--- src/rtl/traffic_pkg.sv ---
// traffic_pkg: shared state encoding, per-approach lamp type and default timing
// for the traffic phase scheduler.
package traffic_pkg;

    typedef enum logic [1:0] {
        ST_ALLRED = 2'd0,
        ST_GREEN  = 2'd1,
        ST_YELLOW = 2'd2,
        ST_FLASH  = 2'd3
    } state_e;

    // Lamp set of one approach; exactly one bit is lit outside flash mode.
    typedef struct packed {
        logic grn;
        logic ylw;
        logic red;
    } lamp_t;

    localparam lamp_t LAMP_RED = '{grn: 1'b0, ylw: 1'b0, red: 1'b1};
    localparam lamp_t LAMP_YLW = '{grn: 1'b0, ylw: 1'b1, red: 1'b0};
    localparam lamp_t LAMP_GRN = '{grn: 1'b1, ylw: 1'b0, red: 1'b0};

    localparam int unsigned DEF_NUM_APP  = 4;
    localparam int unsigned DEF_PRESCALE = 16;
    localparam int unsigned DEF_T_GMIN   = 4;
    localparam int unsigned DEF_T_GMAX   = 12;
    localparam int unsigned DEF_T_YLW    = 3;
    localparam int unsigned DEF_T_AR     = 1;

endpackage

--- src/rtl/rr_arbiter.sv ---
// rr_arbiter: combinational round-robin pick of the next requesting approach.
// Ports:
//   req      - per-approach demand
//   last_idx - most recently granted approach; search starts just after it
//   nxt_idx  - first requester after last_idx (wrapping; last_idx itself is last)
//   valid    - at least one request is present
module rr_arbiter
    import traffic_pkg::*;
#(
    parameter  int unsigned NUM_APP = DEF_NUM_APP,
    localparam int unsigned PW      = (NUM_APP > 1) ? $clog2(NUM_APP) : 1
) (
    input  logic [NUM_APP-1:0] req,
    input  logic [PW-1:0]      last_idx,
    output logic [PW-1:0]      nxt_idx,
    output logic               valid
);

    logic [PW-1:0] idx;

    // Walk offsets 1..NUM_APP from last_idx; first hit wins.
    always_comb begin
        nxt_idx = last_idx;
        valid   = 1'b0;
        idx     = last_idx;
        for (int unsigned i = 1; i <= NUM_APP; i++) begin
            idx = PW'((32'(last_idx) + i) % NUM_APP);
            if (!valid && req[idx]) begin
                nxt_idx = idx;
                valid   = 1'b1;
            end
        end
    end

endmodule

--- src/rtl/traffic_phase_sched.sv ---
// traffic_phase_sched: round-robin traffic signal phase scheduler with
// min-green, yellow, all-red clearance and flash mode.
// Ports:
//   clk   - clock, rising edge
//   CLR_N - asynchronous active-low reset
//   TEST  - 1 = prescaler bypassed, one tick per clock
//   FM    - flash-mode request (level)
//   req   - per-approach demand (level, sampled at decision ticks)
//   GRN/YLW/RED - registered lamp outputs per approach
//   phase - index of the current or last granted approach
module traffic_phase_sched
    import traffic_pkg::*;
#(
    parameter  int unsigned NUM_APP  = DEF_NUM_APP,
    parameter  int unsigned PRESCALE = DEF_PRESCALE,
    parameter  int unsigned T_GMIN   = DEF_T_GMIN,
    parameter  int unsigned T_GMAX   = DEF_T_GMAX,
    parameter  int unsigned T_YLW    = DEF_T_YLW,
    parameter  int unsigned T_AR     = DEF_T_AR,
    localparam int unsigned PW       = (NUM_APP > 1) ? $clog2(NUM_APP) : 1
) (
    input  logic               clk,
    input  logic               CLR_N,
    input  logic               TEST,
    input  logic               FM,
    input  logic [NUM_APP-1:0] req,
    output logic [NUM_APP-1:0] GRN,
    output logic [NUM_APP-1:0] YLW,
    output logic [NUM_APP-1:0] RED,
    output logic [PW-1:0]      phase
);

    localparam int unsigned TW  = $clog2(T_GMAX + 1);
    localparam int unsigned PSW = (PRESCALE > 1) ? $clog2(PRESCALE) : 1;

    state_e             state, state_nxt;
    logic [TW-1:0]      timer, timer_inc, timer_nxt;
    logic [PSW-1:0]     pre;
    logic               tick;
    logic [PW-1:0]      phase_nxt, arb_idx;
    logic               arb_valid;
    logic [NUM_APP-1:0] grant_cur, grant_nxt;
    logic [NUM_APP-1:0] grn_nxt, ylw_nxt, red_nxt;
    lamp_t              act, rest;
    logic               flash_ylw;

    // Prescaler: free-running 0..PRESCALE-1, parked at 0 in test mode.
    always_ff @(posedge clk or negedge CLR_N) begin
        if (!CLR_N) begin
            pre <= '0;
        end else if (TEST || (pre == PSW'(PRESCALE - 1))) begin
            pre <= '0;
        end else begin
            pre <= pre + PSW'(1);
        end
    end

    assign tick = TEST | (pre == PSW'(PRESCALE - 1));

    // Tick count including the current tick, saturating at T_GMAX.
    assign timer_inc = (timer == TW'(T_GMAX)) ? timer : timer + TW'(1);

    assign grant_cur = NUM_APP'(1) << phase;
    assign grant_nxt = NUM_APP'(1) << phase_nxt;

    rr_arbiter #(
        .NUM_APP (NUM_APP)
    ) u_arb (
        .req      (req),
        .last_idx (phase),
        .nxt_idx  (arb_idx),
        .valid    (arb_valid)
    );

    // Next state, phase and timer; decisions are taken on ticks except the
    // flash-forced end of green, which does not wait for one.
    always_comb begin
        state_nxt = state;
        phase_nxt = phase;
        timer_nxt = timer;
        case (state)
            ST_ALLRED: begin
                if (tick && (timer_inc >= TW'(T_AR))) begin
                    if (FM) begin
                        state_nxt = ST_FLASH;
                    end else if (arb_valid) begin
                        state_nxt = ST_GREEN;
                        phase_nxt = arb_idx;
                    end
                end
            end
            ST_GREEN: begin
                if (FM) begin
                    state_nxt = ST_YELLOW;
                end else if (tick && (timer_inc >= TW'(T_GMIN)) && |(req & ~grant_cur)) begin
                    state_nxt = ST_YELLOW;
                end
            end
            ST_YELLOW: begin
                if (tick && (timer_inc >= TW'(T_YLW))) begin
                    state_nxt = ST_ALLRED;
                end
            end
            ST_FLASH: begin
                if (tick && !FM) begin
                    state_nxt = ST_ALLRED;
                end
            end
            default: state_nxt = ST_ALLRED;
        endcase
        if (state_nxt != state) begin
            timer_nxt = '0;
        end else if (tick) begin
            timer_nxt = timer_inc;
        end
    end

    // Lamp pattern for the state being entered: the granted approach gets
    // 'act', every other approach gets 'rest'.
    always_comb begin
        flash_ylw = (state == ST_FLASH) ? (YLW[0] ^ tick) : 1'b1;
        act       = LAMP_RED;
        rest      = LAMP_RED;
        case (state_nxt)
            ST_GREEN:  act = LAMP_GRN;
            ST_YELLOW: act = LAMP_YLW;
            ST_FLASH: begin
                act  = '{grn: 1'b0, ylw: flash_ylw, red: 1'b0};
                rest = act;
            end
            default: ;
        endcase
        grn_nxt = ({NUM_APP{act.grn}} & grant_nxt) | ({NUM_APP{rest.grn}} & ~grant_nxt);
        ylw_nxt = ({NUM_APP{act.ylw}} & grant_nxt) | ({NUM_APP{rest.ylw}} & ~grant_nxt);
        red_nxt = ({NUM_APP{act.red}} & grant_nxt) | ({NUM_APP{rest.red}} & ~grant_nxt);
    end

    // State, timer, phase and lamps update on the same edge.
    always_ff @(posedge clk or negedge CLR_N) begin
        if (!CLR_N) begin
            state <= ST_ALLRED;
            timer <= '0;
            phase <= PW'(NUM_APP - 1);
            GRN   <= '0;
            YLW   <= '0;
            RED   <= '1;
        end else begin
            state <= state_nxt;
            timer <= timer_nxt;
            phase <= phase_nxt;
            GRN   <= grn_nxt;
            YLW   <= ylw_nxt;
            RED   <= red_nxt;
        end
    end

endmodule

--- config.mk ---
export PLATFORM = sky130hd
export DESIGN_NAME = traffic_phase_sched
export DESIGN_NICKNAME = d
export VERILOG_FILES = /design/src/rtl/traffic_pkg.sv /design/src/rtl/rr_arbiter.sv /design/src/rtl/traffic_phase_sched.sv
export SDC_FILE = /design/constraint.sdc
export NUM_CORES = 1
export LEC_CHECK = 0
export ABC_AREA = 1
export BUFFER_PORTS_ARGS = -buffer_cell sky130_fd_sc_hd__buf_4
export CAP_MARGIN = 10
export CORE_AREA = 8 8 73 75
export CTS_BUF_LIST = sky130_fd_sc_hd__clkbuf_16
export CTS_CLUSTER_SIZE = 20
export DETAILED_ROUTE_END_ITERATION = 8
export DIE_AREA = 0 0 81 83
export HOLD_SLACK_MARGIN = 0.03
export SLEW_MARGIN = 20
export SYNTH_ARGS = -nofsm -noshare
export SYNTH_HDL_FRONTEND = slang
export SYNTH_SLANG_ARGS = --single-unit
--- constraint.sdc ---
create_clock -name clk -period 6.43 [get_ports clk]
set_input_delay 1.286 -clock clk [delete_from_list [all_inputs] [get_ports clk]]
set_output_delay 1.286 -clock clk [all_outputs]
set_load 0.01 [all_outputs]
-- After elaboration in Yosys (flattened, before gate mapping)
Cells that the tools add are included.
- register bits after elaboration: 24
- input port bits: 8
- word-level logic and storage cells: 96
- add/sub/neg operators: 6
- magnitude comparators: 7
- equal/unequal tests: 9
- shifts and indexed selects: 2
- multiplexer cells: 35
- bitwise logic cells: 14
- reduce and logical (&&, ||, !) cells: 16
- operators with widths (kind ; count):
    2-to-1 mux 2 bit ; 16
    bitwise AND 4 bit ; 6
    2-to-1 mux 4 bit ; 4
    less-than comparator 2 x 3 -> 1 bit, second input constant ; 4
    OR 4 bit ; 3
    2-to-1 mux 1 bit ; 9
    case mux 3 bit (3 select lines) ; 1
    adder 4 x 1 -> 4 bit, second input constant ; 2
    binary-select mux 1 bit (select 2 bit) ; 4
    equality test 2 bit, second input constant ; 4
    equality test 4 bit, second input constant ; 2
    logical AND 1 bit ; 8
    NOT 4 bit ; 2
    case mux 2 bit (4 select lines) ; 1
    left shift 1 x 2 -> 4 bit, first input constant ; 2
    adder 2 x 1 -> 2 bit, second input constant ; 2
    adder 2 bit, second input constant ; 2
    bitwise AND 4 bit, first input constant ; 1
    equality test 2 x 1 -> 1 bit, second input constant ; 2
    >= comparator 4 x 1 -> 1 bit, second input constant ; 1
    >= comparator 4 x 2 -> 1 bit, second input constant ; 1
    >= comparator 4 x 3 -> 1 bit, second input constant ; 1
    logical NOT 1 bit ; 4
    OR reduction 4 bit ; 1
    other kinds (6) ; 6

-- Longest topological paths before layout
Gate-level depths: netlist (run 1).
- word-level depth: 21
- depth in mapped cells: 16
- mapped depth without buffers: 16

-- Modules after synthesis
Synthesis (run 1) repeated with hierarchy kept, for this count alone.
- cell total of the unflattened synthesis: 224
- area total of the unflattened synthesis: 1636.6 um^2
- by module, submodules not included (module ; instances ; cells an instance ; area an instance (um^2)):
    traffic_phase_sched ; 1 ; 178 ; 1405.1
    rr_arbiter ; 1 ; 46 ; 231.5

-- Worst setup path after synthesis (run 1)
Ideal clock, no wire load.
- path kind: input to register
- from: input port TEST
- to: register timer[0]
- arrival: 2.265 ns
- path slack: 4.044 ns
- stages: 10
- path buffers: 0
- cell sequence: inv_1 -> nand2_1 -> a21oi_1 -> nor2_1 -> nand2_2 -> nand3_1 -> nand2_1 -> nand2_1 -> nand2_1 -> nor2_1
- cells in the longest elaborated chain, start to end: 8
- elaborated cells between the ends (all ways): 15
- classes of those cells: eq/ne (1); mux (7); bitwise (1); reduce/logical (6)
- RTL lines (item ; RTL line ; text):
    from (decl) ; traffic_phase_sched.sv:24 ; input logic TEST,
    OR 1 bit (*) ; traffic_phase_sched.sv:58 ; assign tick = TEST | (pre == PSW'(PRESCALE - 1));
    logical AND 1 bit (2 in a row) ; traffic_phase_sched.sv:95 ; end else if (tick && (timer_inc >= TW'(T_GMIN)) && |(req & ~grant_cur)) begin
    2-to-1 mux 2 bit ; traffic_phase_sched.sv:95 ;
    2-to-1 mux 2 bit ; traffic_phase_sched.sv:93 ; if (FM) begin
    case mux 2 bit (4 select lines) ; traffic_phase_sched.sv:81 ; case (state)
    != test 2 bit ; traffic_phase_sched.sv:111 ; if (state_nxt != state) begin
    2-to-1 mux 4 bit or nonzero test 2 bit (tied branches) ; -- ;
    to (signal assigned) ; traffic_phase_sched.sv:149 ; timer <= timer_nxt;
    to (decl) ; traffic_phase_sched.sv:37 ; logic [TW-1:0] timer, timer_inc, timer_nxt;
Mark *: on every way between the ends. The rest lies on a longest branch, timed or not.
A chain may end at the register's enable or synchronous reset.

-- Final worst setup path (run 1)
- from: input port TEST
- to: register RED[3]
- cells in the longest elaborated chain, start to end: 10
- elaborated cells between the ends (all ways): 24
- classes of those cells: eq/ne (3); shift (1); mux (10); bitwise (5); reduce/logical (5)
- RTL lines (item ; RTL line ; text):
    OR 1 bit (*) ; traffic_phase_sched.sv:58 ;
    logical AND 1 bit (2 in a row) ; traffic_phase_sched.sv:95 ;
    2-to-1 mux 2 bit ; traffic_phase_sched.sv:95 ;
    2-to-1 mux 2 bit ; traffic_phase_sched.sv:93 ;
    case mux 2 bit (4 select lines) (*) ; traffic_phase_sched.sv:81 ;
    via state_nxt[1] ; traffic_phase_sched.sv:36 ; state_e state, state_nxt;
    equality test 2 bit or equality test 2 x 1 -> 1 bit (tied branches) ; traffic_phase_sched.sv:124 ; case (state_nxt)
    case mux 3 bit (3 select lines) or 2-to-1 mux 2 bit (tied branches) ; traffic_phase_sched.sv:124 ;
    bitwise AND 4 bit ; traffic_phase_sched.sv:135 ; red_nxt = ({NUM_APP{act.red}} & grant_nxt) | ({NUM_APP{rest.red}} & ~grant_nxt);
    OR 4 bit (*) ; traffic_phase_sched.sv:135 ;
    via red_nxt[3] ; traffic_phase_sched.sv:43 ; logic [NUM_APP-1:0] grn_nxt, ylw_nxt, red_nxt;
    to (signal assigned) ; traffic_phase_sched.sv:153 ; RED <= red_nxt;
    to (decl) ; traffic_phase_sched.sv:29 ; output logic [NUM_APP-1:0] RED,
The timed path passes the listed nets; every way through them passes the cells marked *.

==> summary.md, run 1 <==
The flow ran to the end, and the final reports show no timing, DRC or antenna violations. The most used flip-flop cell after synthesis was sky130_fd_sc_hd__dfrtp_1. Counting tap cells, the placed design contains a total of 292 instances. Counting flops and latches in the post-synthesis netlist gives 24. The post-route DRC violation count is 0. Derived from the worst setup path, the maximum achievable clock frequency is 384 MHz. Summed over all layers, the global routing overflow is 0. The final number of hold-violating endpoints is 0. The sum of internal, switching and leakage power was 966 uW; the via count was 1370.

The detailed-route wire length per cell works out to 10.7 microns. The starting density of the core came out at 0.375. For the post-detailed-placement cell area, the log shows 1780 sq um.

The signal on the critical path passes through buf_4 > inv_1 > nand2_1 > a21oi_1 > nor2_1 > nand3_1 > nand2_2 > inv_1 > nand2_1 > o21ai_1 > nand2_1. The Yosys step of the flow raised 0 warnings. The count of port buffers added during placement was 21; the leakage power total was 0.00102 uW. The relative slew slack is 0.682. Once the clock tree was built, the resizer swapped 0 gates to a different size.

Dividing the synthesized area by the synthesized cell count gives 7.13 sq um. The maximum fanout along the worst path works out to 16. The area growth from synthesis to final layout is 18.2%, and the arrival time reported for the critical path endpoint is 2.78 ns. The fraction of the core area covered by cells at the end of the flow was 0.443; the share of the synthesized area in the top cell type was 0.286. The hold path endpoint was pre[0]$_DFF_PN0_.

In this run the vertical extent of the chip is 83 microns. The worst-skew pair later-pin latency is 0.25 ns. Setup repair after global routing left no endpoint under its margin. The cell depth of the worst hold path was 1; the clock input transition at the sequential cells of the worst setup and hold paths was 0.06 ns. In the post-synthesis netlist, the cell with the most instances is sky130_fd_sc_hd__nand2_1. Kind of path behind the tightest hold check: reg2reg. The worst register-to-register path ends at YLW[3]$_DFF_PN0_.

The synthesized design contains 0 enable-type register cells. The areal power density over the cells was 519 nW/um^2; the number of placement rows was 24. Count of pins over their slew limit: 0.

The maximum vdd ir drop is 0.000281 V, and the share of the cycle needed by the critical path after routing is 0.405. In the post-synthesis netlist, the biggest area contributors are sky130_fd_sc_hd__dfrtp_1 29%, sky130_fd_sc_hd__nand2_1 17%, sky130_fd_sc_hd__dfstp_2 10%, sky130_fd_sc_hd__nand3_1 7.0%, sky130_fd_sc_hd__inv_1 6.7%. The count of antenna diodes in the layout came out at 0. After synthesis, the most frequently instantiated cells are 73 x sky130_fd_sc_hd__nand2_1, 28 x sky130_fd_sc_hd__inv_1, 22 x sky130_fd_sc_hd__nand3_1, 22 x sky130_fd_sc_hd__nor2_1, 18 x sky130_fd_sc_hd__dfrtp_1.

Setup total negative slack on the finished layout was measured at 0 ns. TritonCTS built the clock tree. The first global-routing pass estimated 5750 microns of wire. After synthesis, the netlist uses 26 different library cells. For this run, the number of standard cells in the final layout without fillers is 296.

In this run, the number of DRC markers left after iteration 0 of detailed routing was 45. The routed design has 3160 microns of wire. The kind of start point of the critical path is a primary input.

For the count of TritonRoute iterations in the first routing pass, the log shows 4. The number of cells traversed by the worst register-to-register path works out to 14. The tools report the final standard cell area without fillers as 1860 sq um. The maximum cell stage delay along the critical path is 0.33 ns. The worst register-to-register path begins at phase[0]$_DFF_PN1_. The final layout net count came out at 261.

The layout has 434 filler cells. The share of cells above drive strength 1 was 0.213. For the finished layout, the period the worst path requires is 2.60 ns. The worst register-to-register path has a setup slack of 4.05 ns. After synthesis the cells add up to 1580 sq um. After detailed routing, the number of vias per cell comes to 4.63. Setup violations remaining at the end of the flow were counted as 0.

The number of buffers created by CTS is 3, and the routability congestion estimate is 0.774. The total global-route track usage is 0.104. STA puts the critical path data required time at 6.61 ns. The biggest area contributor in the post-synthesis netlist is sky130_fd_sc_hd__dfrtp_1.

The buffers plus inverters on the worst setup path was 3. The dominant delay contributor by cell family on the critical path is simple AND/OR/NAND/NOR gates. The die covers 6720 sq um. Entering global routing, the biggest net connects 25 pins.

The element type at the critical path end was a flop. The share of async-settable or async-resettable flops after synthesis was 1.00. The tools report the number of I/O pins as 22. The number of global-route vias before repair was 1310; the number of buffers on the longest clock path was 2. Dominant cell type by count on the critical path: sky130_fd_sc_hd__nand2_1. Hold repair after CTS inserted 0 buffers.

The run gives 0.386 as the post-synthesis sequential area ratio. The run gives 0 as the initial antenna violation count. For the pin with the worst max-slew slack, the measured transition is 0.476 ns. The critical path is of the in2reg type. The startpoint identified for the worst hold timing path is pre[0]$_DFF_PN0_. For the core box area, the log shows 4200 sq um. The slowest stage of the critical path is the sky130_fd_sc_hd__a21oi_1 cell.

The floorplan step set the die width to 81 microns. The detailed placer's ending HPWL was 2440 microns. For the count of clock tree sinks, the log shows 24. The run gives 1 as the count of H-tree levels built during CTS.

Once detail routing completed, the nets flagged for antenna violations numbered 0. The tool flagged a number of max-cap violations equal to 0. Between clock sinks in the finished design, the worst skew comes to 0.00511 ns. The logs give 0 for the total setup buffers inserted after CTS and 237 for the post-synthesis net count.

Clock tree root driver cell: sky130_fd_sc_hd__clkbuf_16. The number of instances in the synthesized netlist came out at 221.
-- placed cells by master, fill, tap and decap left out, drive strengths merged --
| master | Yosys | routed |
|---|---|---|
| nand2 | 83 | 83 |
| inv | 31 | 32 |
| nor2 | 26 | 26 |
| nand3 | 24 | 24 |
| buf | 1 | 21 |
| dfrtp | 18 | 18 |
| o21ai | 10 | 10 |
| ha | 8 | 8 |
| dfstp | 6 | 6 |
| a21oi | 3 | 3 |
| clkbuf | 1 | 3 |
| nand4 | 2 | 2 |
| xor2 | 2 | 2 |
| nor3 | 2 | 2 |
| or2 | 1 | 1 |
| nand3b | 1 | 1 |
| a21boi | 1 | 1 |
| o211ai | 1 | 1 |
-- per-stage QoR --
stage               setup slack (ns)  hold slack [ns]
finish                          3.83            0.465
global route                    3.57            0.500
CTS                             3.82            0.472
detailed placement              3.55            0.464
global placement                3.58            0.454
floorplan                       4.04            0.433
-- cell type report --
cell class,instances,area (sq um),share of cell area
sequential,24,608,0.327
multi-input combinational,164,836,0.449
clock buffer,3,75.1,0.0403
clock inverter,1,3.75,0.00202
timing repair buffer,21,158,0.0847
tap,52,65.1,0.0349
inverter,31,116,0.0625
-- report_power, final --
group / switching (uW) / internal [uW]
combinational: 359 / 204
clock: 47.7 / 82.9
sequential: 50.0 / 223
-- metal layers --
layer / vias up / wire length [microns] / track usage
met4: 0 / 0 / 0.0195
met1: 621 / 1480 / 0.129
met3: 0 / 154 / 0.0377
met5: - / 0 / 0
li1: 728 / - / -
met2: 21 / 1530 / 0.166
-- worst reg2reg max path: stages, from the launching register on --
cell and delay [ns]:
sky130_fd_sc_hd__dfstp_2 0.64, sky130_fd_sc_hd__inv_2 0.13, sky130_fd_sc_hd__ha_1 0.35, sky130_fd_sc_hd__inv_1 0.10, sky130_fd_sc_hd__nand2_1 0.07, sky130_fd_sc_hd__nand2_1 0.07, sky130_fd_sc_hd__inv_2 0.05, sky130_fd_sc_hd__nand3_2 0.07
sky130_fd_sc_hd__nand2_2 0.06, sky130_fd_sc_hd__nor2_2 0.13, sky130_fd_sc_hd__nand3_1 0.12, sky130_fd_sc_hd__nand2_2 0.24, sky130_fd_sc_hd__nor2_1 0.10, sky130_fd_sc_hd__nand2_1 0.07, sky130_fd_sc_hd__nand2_1 0.05
-- sequential cells by signal, summed over array words and instances (netlist names) --
signal and cells:
RED 4, GRN 4, state 2, YLW 4, phase 2, pre 4, timer 4
-- cells by family after synthesis --
logic type               after synthesis  synth area share
buffers and inverters                 33            0.0834
AO/OA/AOI/OAI                         15            0.0556
XOR/XNOR                               2            0.0111
AND/OR/NAND/NOR                      139             0.400
flip-flops                            24             0.386
adder cells (fa/ha/maj)                8            0.0635
-- worst max-delay path by stage --
stage               from              endpoint  slack, ns  cells past startpoint
floorplan           TEST  timer[0]$_DFFE_PN0P_       4.04                     10
global placement    TEST      RED[3]$_DFF_PN1_       3.58                     11
detailed placement  TEST      YLW[1]$_DFF_PN0_       3.55                     10
CTS                 TEST      YLW[1]$_DFF_PN0_       3.82                     10
global route        TEST  timer[0]$_DFFE_PN0P_       3.57                     11
finish              TEST      RED[3]$_DFF_PN1_       3.83                     11
Note: power is estimated with default switching activity, not from simulation.
==> run 2: changes to the inputs <==
- clock period: 6.43 -> 2.5 ns (I/O delays scaled with it)
==> run 2 against run 1 <==
  * Sequential share of layout area fell by 0.71 points
  * Count of clock-buffer cells in the layout stayed put
  * Core utilization grew 0.98 points
  * Sequential cell count unchanged
  * Hold slack lost 0.34 ns
  * Critical endpoint is now YLW[3]$_DFF_PN0_
==> summary.md, run 2 (same netlist as run 1, synthesis figures left out) <==
The clock network fraction of design power is 0.172 (was 0.135). The tools report the flop-to-flop setup slack as 0.23 ns (was 4.05 ns). The kind of path behind the tightest hold check is in2async (was reg2reg). The number of buffers created by CTS was 3 (unchanged).

The die width came out at 81 microns (unchanged). The tools report the wire length of the first global-routing pass as 5760 microns (was 5750 microns). Setup repair after global routing left no endpoint under its margin.

Top library cells by usage in the layout, fill and taps aside: 73 x sky130_fd_sc_hd__nand2_1, 28 x sky130_fd_sc_hd__inv_1, 23 x sky130_fd_sc_hd__buf_4 (was 73 x sky130_fd_sc_hd__nand2_1, 29 x sky130_fd_sc_hd__inv_1, 22 x sky130_fd_sc_hd__nand3_1, 22 x sky130_fd_sc_hd__nor2_1, 21 x sky130_fd_sc_hd__buf_4). The tools report the destination of the worst register-to-register timing path as YLW[3]$_DFF_PN0_ (unchanged). Die area: 6720 sq um (unchanged).

The post-CTS resize count came out at 0 (unchanged). Minimum setup slack in the final design: 0.232 ns (was 3.83 ns). Number of placement rows: 24 (unchanged). For the total global-route track usage, the log shows 0.102 (was 0.104). The worst hold margin was 0.129 ns (was 0.465 ns).

The element type at the critical path end was a flop (unchanged). The run gives 44 (was 45) as the number of DRC violations after detailed-routing iteration 0. For the count of antenna diodes in the layout, the log shows 0 (unchanged). The relative slew slack is 0.789 (was 0.682), and the via-per-instance ratio is 4.60 (was 4.63). The total placed cells including tap cells is 294 (was 292), and the net switching power of the design is 1180 uW (was 456 uW). The minimum clock period was 2.27 ns; the achievable clock frequency was 441 MHz. For the max-cap violation count, the log shows 0 (unchanged).

The total setup buffers inserted after CTS was 0 (unchanged). The leakage power total is 0.00104 uW (was 0.00102 uW). The most common cell after layout, fill and taps aside is sky130_fd_sc_hd__nand2_1 (unchanged). The clock input transition at the sequential cells of the worst setup and hold paths came out at 0.06 ns (about the same). The final number of hold-violating endpoints was 0 (unchanged); the overall routed net length was 3120 microns (was 3160 microns). The number of hold buffers added after CTS is 0 (unchanged). The tools report the core box area as 4200 sq um (unchanged). The logs give 0.25 ns (about the same) for the worst-skew pair later-pin latency and 25 (unchanged) for the maximum number of pins on one net before global-route repair. Post-route DRC violation count: 0 (unchanged). Initial antenna violation count: 0 (unchanged). The final global-route overflow total is 0 (unchanged). Start-to-end type of the worst setup path: reg2reg (was in2reg). The final layout net count is 263 (was 261), and the number of failing setup endpoints in the final timing report is 0 (unchanged). The number of I/O pins was 22 (unchanged); the required arrival time at the worst endpoint was 2.63 ns (was 6.61 ns). The number of global-route vias before repair is 1342 (was 1310), and the vertical die dimension is 83 microns (unchanged).

Routability congestion estimate: 0.819 (was 0.774). The arrival time reported for the critical path endpoint came out at 2.40 ns (was 2.78 ns). Switching share of power: 0.453 (was 0.473). The internal power is 1420 uW (was 509 uW). The count of clock tree sinks was 24 (unchanged); the slew at the pin with the worst max-slew slack was 0.316 ns (was 0.476 ns). The count of placed standard cells in the final layout, fillers left out was 298 (was 296); the fraction of the core area covered by cells at the end of the flow was 0.453 (was 0.443). The power share of the combinational group is 0.567 (was 0.582). Clock tree root driver cell: sky130_fd_sc_hd__clkbuf_16 (unchanged). The count of pins over their slew limit is 0 (unchanged), and the detailed placer's ending HPWL is 2480 microns (was 2440 microns).

TritonCTS built the clock tree. For the maximum vdd ir drop, the log shows 0.000565 V (was 0.000281 V). Register share of total power: 0.261 (was 0.282).

The kind of start point of the critical path is a flop (was a primary input). The area growth from synthesis to final layout is 20.8% (was 18.2%). The via count is 1370 (unchanged).

Launching point of the worst reg2reg path: phase[1]$_DFF_PN1_ (was phase[0]$_DFF_PN1_). The detailed-route wire length per cell was 10.5 microns (was 10.7 microns); the share of cells above drive strength 1 was 0.224 (was 0.213). The setup total negative slack was 0 ns (unchanged). The count of port buffers added during placement was 21 (unchanged); the remaining antenna violation count was 0 (unchanged). The count of H-tree levels built during CTS was 1 (unchanged); the count of TritonRoute iterations in the first routing pass was 4 (unchanged).

The worst clock skew was 0.00356 ns (was 0.00511 ns); the share of the cycle needed by the critical path after routing was 0.907. Number of buffers on the longest clock path: 2 (unchanged). The flow ran to the end, and the final reports show no timing, DRC or antenna violations.

The starting density of the core is 0.375 (unchanged), and the maximum fanout along the worst path is 11 (was 16). The number of cells traversed by the worst register-to-register path was 14 (unchanged); the post-placement setup slack was 0.220 ns (was 3.55 ns). The areal power density over the cells was 1370 nW/um^2 (was 519 nW/um^2).
[run 2: critical path, cell delays in order, from the launching register on]
cell and delay, ns:
sky130_fd_sc_hd__dfstp_2 0.59, sky130_fd_sc_hd__inv_1 0.12, sky130_fd_sc_hd__ha_1 0.33, sky130_fd_sc_hd__inv_1 0.10, sky130_fd_sc_hd__nand2_1 0.07, sky130_fd_sc_hd__nand2_1 0.07, sky130_fd_sc_hd__inv_2 0.05, sky130_fd_sc_hd__nand3_2 0.06
sky130_fd_sc_hd__nand2_2 0.06, sky130_fd_sc_hd__nor2_2 0.13, sky130_fd_sc_hd__nand3_1 0.12, sky130_fd_sc_hd__nand2_2 0.24, sky130_fd_sc_hd__nor2_1 0.10, sky130_fd_sc_hd__nand2_1 0.07, sky130_fd_sc_hd__nand2_1 0.05
[run 2: worst max-delay path by stage]
stage / to / startpoint
after floorplan: YLW[1]$_DFF_PN0_ / phase[0]$_DFF_PN1_
after CTS: YLW[3]$_DFF_PN0_ / phase[1]$_DFF_PN1_
after global placement: YLW[3]$_DFF_PN0_ / phase[1]$_DFF_PN1_
after global routing: RED[3]$_DFF_PN1_ / phase[1]$_DFF_PN1_
final: YLW[3]$_DFF_PN0_ / phase[1]$_DFF_PN1_
after detailed placement: YLW[3]$_DFF_PN0_ / phase[1]$_DFF_PN1_
[run 2: layer usage]
layer | share of wire | global-route usage | up-vias
li1 | - | - | 736
met5 | 0 | 0 | -
met4 | 0.0055 | 0.0146 | 0
met3 | 0.037 | 0.0334 | 2
met1 | 0.49 | 0.129 | 617
met2 | 0.47 | 0.166 | 15
[run 2: power by group through the flow]
stage | Sequential, uW | Combinational, uW | Clock [uW]
2_1_floorplan | 728 | 1060 | 0
3_3_place_gp | 685 | 1490 | 0
3_5_place_dp | 687 | 1490 | 0
4_1_cts | 683 | 1500 | 460
5_1_grt | 704 | 1720 | 477
6_report | 680 | 1480 | 447
[run 2: per-stage QoR]
stage	power, uW	instance area, sq um
2_1_floorplan	1790	1580
3_3_place_gp	2180	1800
3_5_place_dp	2180	1800
4_1_cts	2640	1900
5_1_grt	2910	1900
6_report	2600	1900
[run 2: final cells by class]
type	count	area (sq um)
Timing Repair Buffer	23	173
Fill cell	443	2300
Clock inverter	1	30.0
Sequential cell	24	608
Tap cell	52	65.1
Inverter	31	116
Clock buffer	3	75.1
Multi-Input combinational cell	164	836
